**src/rtl/pe_scatter_pkg.sv**
```systemverilog
// Shared types and sizing for the serial-to-lane scatter block.
// Lane/width defaults follow the PE array build configuration.
`ifndef N_PE
`define N_PE 32
`endif
`ifndef WID_PE_BITS
`define WID_PE_BITS 16
`endif

package pe_scatter_pkg;

    localparam int N_PE_DEF   = `N_PE;
    localparam int WID_PE_DEF = `WID_PE_BITS;
    localparam int LANE_IDX_W = $clog2(N_PE_DEF);

    typedef enum logic [1:0] {
        IDLE  = 2'd0,
        FILL  = 2'd1,
        STALL = 2'd2
    } scat_state_t;

    function automatic int lane_idx_w(input int n_lanes);
        return (n_lanes > 1) ? $clog2(n_lanes) : 1;
    endfunction

endpackage

```
**src/rtl/pe_scatter_lane_dec.sv**
```systemverilog
// Fill index to one-hot lane write enable; the same vector sets buffer lanes and mask bits.
// Combinational, zero latency; no backpressure of its own.
module lane_onehot_dec #(
    parameter int N_LANES = 32,
    parameter int IDX_W   = 5
) (
    input  logic [IDX_W-1:0]   idx,
    input  logic               en,
    output logic [N_LANES-1:0] onehot
);

    always_comb begin
        onehot = '0;
        for (int i = 0; i < N_LANES; i++) begin
            if (idx == IDX_W'(i)) onehot[i] = en;
        end
    end

endmodule

```
**src/rtl/pe_scatter.sv**
```systemverilog
// Assembles serial words into a packed lane vector plus mask, with a single-cycle broadcast mode.
// Latency: output valid the cycle after the completing handshake; in_ready drops only while a finished vector waits behind a busy output.
module pe_scatter
    import pe_scatter_pkg::*;
#(
    parameter int N_LANES = N_PE_DEF,
    parameter int WIDTH   = WID_PE_DEF
) (
    input  logic                         clk,
    input  logic                         rst,
    input  logic                         in_valid,
    output logic                         in_ready,
    input  logic [WIDTH-1:0]             in_data,
    input  logic                         in_last,
    input  logic                         in_bcast,
    output logic                         out_valid,
    input  logic                         out_ready,
    output logic [WIDTH*N_LANES-1:0]     out_data_packed,
    output logic [N_LANES-1:0]           out_mask,
    output logic [$clog2(N_LANES+1)-1:0] fill_count
);

    localparam int FCW = $clog2(N_LANES + 1);
    localparam int LIW = lane_idx_w(N_LANES);
    localparam int VW  = WIDTH * N_LANES;

    scat_state_t        state, state_nxt;
    logic [VW-1:0]      asm_data, asm_data_nxt;
    logic [N_LANES-1:0] asm_mask, asm_mask_nxt, lane_we;
    logic               accept, bcast_ok, complete, slot_free, drain;
    logic               load_in, load_asm;

    assign accept    = in_valid && in_ready;
    assign bcast_ok  = in_bcast && (fill_count == '0);
    assign complete  = accept && (in_last || in_bcast || fill_count == FCW'(N_LANES - 1));
    assign slot_free = !out_valid || out_ready;
    assign drain     = out_valid && out_ready;

    // fill_count only reaches N_LANES in STALL, where accept is low, so the truncated index is safe
    lane_onehot_dec #(
        .N_LANES (N_LANES),
        .IDX_W   (LIW)
    ) u_dec (
        .idx    (fill_count[LIW-1:0]),
        .en     (accept),
        .onehot (lane_we)
    );

    always_comb begin
        asm_data_nxt = asm_data;
        asm_mask_nxt = asm_mask | lane_we;
        for (int i = 0; i < N_LANES; i++) begin
            if (lane_we[i]) asm_data_nxt[i*WIDTH +: WIDTH] = in_data;
        end
        // A late broadcast falls through as an appended last word
        if (accept && bcast_ok) begin
            asm_data_nxt = {N_LANES{in_data}};
            asm_mask_nxt = '1;
        end
    end

    always_ff @(posedge clk or negedge rst) begin
        if (!rst) begin
            state    <= IDLE;
            in_ready <= 1'b1;
        end else begin
            state    <= state_nxt;
            in_ready <= (state_nxt != STALL);
        end
    end

    always_comb begin
        state_nxt = state;
        load_in   = 1'b0;
        load_asm  = 1'b0;
        case (state)
            IDLE, FILL: begin
                if (complete) begin
                    if (slot_free) begin
                        load_in   = 1'b1;
                        state_nxt = IDLE;
                    end else begin
                        state_nxt = STALL;
                    end
                end else if (accept) begin
                    state_nxt = FILL;
                end
            end
            STALL: begin
                if (drain) begin
                    load_asm  = 1'b1;
                    state_nxt = IDLE;
                end
            end
            default: state_nxt = IDLE;
        endcase
    end

    always_ff @(posedge clk or negedge rst) begin
        if (!rst) begin
            asm_data        <= '0;
            asm_mask        <= '0;
            fill_count      <= '0;
            out_valid       <= 1'b0;
            out_data_packed <= '0;
            out_mask        <= '0;
        end else if (load_in) begin
            out_data_packed <= asm_data_nxt;
            out_mask        <= asm_mask_nxt;
            out_valid       <= 1'b1;
            asm_data        <= '0;
            asm_mask        <= '0;
            fill_count      <= '0;
        end else if (load_asm) begin
            out_data_packed <= asm_data;
            out_mask        <= asm_mask;
            out_valid       <= 1'b1;
            asm_data        <= '0;
            asm_mask        <= '0;
            fill_count      <= '0;
        end else begin
            if (drain) out_valid <= 1'b0;
            if (accept) begin
                asm_data   <= asm_data_nxt;
                asm_mask   <= asm_mask_nxt;
                fill_count <= bcast_ok ? FCW'(N_LANES) : fill_count + FCW'(1);
            end
        end
    end

endmodule

```
**config.mk**
```make
export PLATFORM = sky130hd
export DESIGN_NAME = pe_scatter
export DESIGN_NICKNAME = d
export VERILOG_FILES = /design/src/rtl/pe_scatter_pkg.sv /design/src/rtl/pe_scatter_lane_dec.sv /design/src/rtl/pe_scatter.sv
export SDC_FILE = /design/constraint.sdc
export NUM_CORES = 2
export LEC_CHECK = 0
export CAP_MARGIN = 10
export CELL_PAD_IN_SITES_DETAIL_PLACEMENT = 1
export CELL_PAD_IN_SITES_GLOBAL_PLACEMENT = 1
export CORE_MARGIN = 4
export CORE_UTILIZATION = 45
export DETAILED_ROUTE_END_ITERATION = 6
export PLACE_DENSITY = 0.77
export REMOVE_ABC_BUFFERS = 1
export SLEW_MARGIN = 5
export SYNTH_ARGS = -nofsm -noshare
export SYNTH_HDL_FRONTEND = slang
export SYNTH_HIERARCHICAL = 1
export SYNTH_SLANG_ARGS = --single-unit
```
**constraint.sdc**
```tcl
create_clock -name clk -period 4.4 [get_ports clk]
set_input_delay 0.66 -clock clk [delete_from_list [all_inputs] [get_ports clk]]
set_output_delay 0.66 -clock clk [all_outputs]
set_load 0.01 [all_outputs]
```
==> out/results.ini <==
[setup_path]
reg2reg_setup_slack_ns=0.88
endpoint_kind=register
cp_max_fo=30
startpoint_type=register
cp.arrival_ns=4.03
crit_type=register to register
worstPathRequired_ns=4.91

[placed_design]
portBuffers=573
dp_hpwl_um=135000
place_ws_ns=0.550
gp_congestion=0.819

[synth]
synthArstFlopShare=1.00
syn_area_um2=51900
ys_types=59
synthCells=4999
yosys_most_used_dff=dfrtp_1
avgSynthCellArea_um2=10.4
synth-seq-cells=1098
synth_edf_count=0
yosysSeqAreaShare=0.530
yosys_warnings=6

[power_and_ir_drop]
p_switching_mw=4.75
clkPwrFrac=0.503
swShare=0.224
p_int_mw=16.5
pwr-share-seq=0.476
vdd_ir_drop_max_mv=0.331
powerDensity_nw_per_um2=333
p_leak_nw=26.3
p_comb_frac=0.021

[drt]
drt-pass1-iter-count=7
drt-wirelength-per-cell_um=32.8
met3WireLength_um=23400
wl_met2_um=101000
ant_nets=0
drt_iter0_drc=6224
top_layer=met5
avgViaCountPerCell=6.96
via_count=47900
drc=13
wl_um=225000
routedLengthMet1_um=89300

[global_route]
grt_pass1_vias=48700
antenna_found_initial=15
grt_pass1_wl_um=334000
grt_max_degree=189
grt.total_usage=0.362
grt_overflow=0

[timing]
setup_violations=0
period_share=0.799
fin_ws_ns=0.883
setup_tns_ns=0
slew_headroom=0.166
fin_crit_ns=3.52
finalHoldViolations=0
fin_skew_ns=0.0184
worstMarginPinSlew_ns=1.25
rsz0062_at_grt=false
whs_ns=0.490
max_freq_mhz=284
slew_violations=0

[clocking]
cts_hold_buffers=1
cts_buffers=117
htree_num_levels=3
clock-sinks=1098
clk_path_buf_depth=3
cts_tree=built
clockRootBuffer=clkbuf_16
postCtsSetupRepairBufs=0
ctsResizeCount=0
clock_latency_ns=0.72
path_clk_slew_ns=0.06

[floorplanning]
die_x_um=347
die-height_um=347
design.die.area_um2=121000
io-pin-count=574
num_rows=124
core_area_um2=114000
initial_core_util=0.454

[status]
violations=design-rule violations
outcome=complete, but fails checks

[layout]
fillers=11900
layout-drive-gt1-share=0.114
nets=5290
syn_to_final_growth_pct=22.8

[worst_hold_path]
hp-class=register to register

[flow_run]
drv_cap=0

cell usage after synthesis, drive strengths merged (6+ instances only):
master	count	share of area
dfrtp	1097	0.53
inv	653	0.047
o2111ai	544	0.092
nand2	523	0.038
o211ai	515	0.075
clkbuf	441	0.032
a222oi	296	0.057
buf	171	0.018
nand3	134	0.013
o221a	122	0.026
nor3	89	0.0095
a221o	82	0.016
nor2	69	0.0051
a21oi	67	0.0065
a21o	32	0.0046
and4	20	0.0034
a2bb2oi	19	0.0032
o41ai	19	0.0083
o21ai	16	0.0016
o21a	14	0.0020
o22a	13	0.0022
a221oi	12	0.0020
nor4	12	0.0014
nand2b	6	0.00072
final timing paths:
| check | start | endpoint | depth (start not counted) |
|---|---|---|---|
| min reg2reg | asm_mask[27] | out_mask[27] | 1 |
| min in group asynchronous | rst | out_data_packed[74] | 2 |
| max in group asynchronous | rst | asm_data[370] | 3 |
| max reg2reg | fill_count[0] | out_data_packed[503] | 7 |
| max | fill_count[0] | out_data_packed[503] | 7 |
| min | asm_mask[27] | out_mask[27] | 1 |
layout make-up:
| cell class | instances | area (um2) | area share |
|---|---|---|---|
| clock buffer | 162 | 3360 | 0.0528 |
| antenna | 8 | 20.0 | 0.000314 |
| clock inverter | 52 | 723 | 0.0114 |
| sequential | 1098 | 27500 | 0.432 |
| timing repair buffer | 760 | 7720 | 0.121 |
| inverter | 655 | 2460 | 0.0387 |
| multi-input combinational | 2634 | 20000 | 0.314 |
| tap | 1512 | 1890 | 0.0297 |
critical path, cell delays in order (launching register included):
cell and delay (ns):
dfrtp_1 0.64, ha_1 0.28, and3_1 0.38, a21oi_4 0.14, buf_4 0.27, nor3_4 0.83, buf_4 0.55, a222oi_1 0.18
state kept, by name, summed over array words and instances, names as in the netlist:
name / flops
out_mask: 32
out_valid: 1
in_ready: 1
state: 2
asm_data: 512
asm_mask: 32
fill_count: 6
out_data_packed: 512
power by group through the flow:
stage,clock network [mW],registers [mW],logic [mW]
2_1_floorplan,0,10.3,0.0637
3_5_place_dp,0,10.3,0.451
4_1_cts,10.7,10.1,0.454
6_report,10.7,10.1,0.449
5_1_grt,11.2,10.1,0.488
3_3_place_gp,0,10.3,0.452
placed cells by master, fill, tap and decap left out, types with 14 or more instances in the layout:
cell type and n:
nand3_1 134, nand2_1 522, clkbuf_16 121, dfrtp_1 1097
a221o_1 82, nor2_1 66, o211ai_1 515, a21oi_2 30
o2111ai_1 528, inv_1 653, clkbuf_1 23, bufinv_16 17
o41ai_4 14, a222oi_1 296, o21a_1 14, clkinv_2 27
a21oi_1 33, clkbuf_8 18, a21o_1 31, and4_1 20
clkdlybuf4s50_1 572, buf_12 45, o221a_2 122, o2111ai_4 16
nor3_2 17, nor3_1 62, buf_4 140, a2bb2oi_1 19
cells by family (layout without fill, tap and decap cells):
| group | after synthesis | in the layout | share of synthesized area |
|---|---|---|---|
| compound gates | 1759 | 1759 | 0.298 |
| fa+ha+maj | 2 | 2 | 0.000482 |
| buf+inv | 1267 | 1629 | 0.0975 |
| flops | 1098 | 1098 | 0.530 |
| other cells | 0 | 8 | 0 |
| simple gates | 873 | 873 | 0.0744 |
stage by stage:
step	cell area [um2]	utilization	cells	total power, mW
after global placement	59500	0.521	6657	10.7
final	63700	0.557	6881	21.2
after detailed placement	59600	0.521	6658	10.7
after global routing	63700	0.557	6879	21.8
after CTS	63700	0.557	6873	21.3
after floorplan	49300	-	4387	10.3
per-layer routing:
metal / up-vias / track usage
met5: - / 0
met4: 10 / 0.180
met3: 539 / 0.0950
met2: 2633 / 0.538
met1: 25000 / 0.491
li1: 19700 / -
Note: power is estimated with default switching activity, not from simulation.
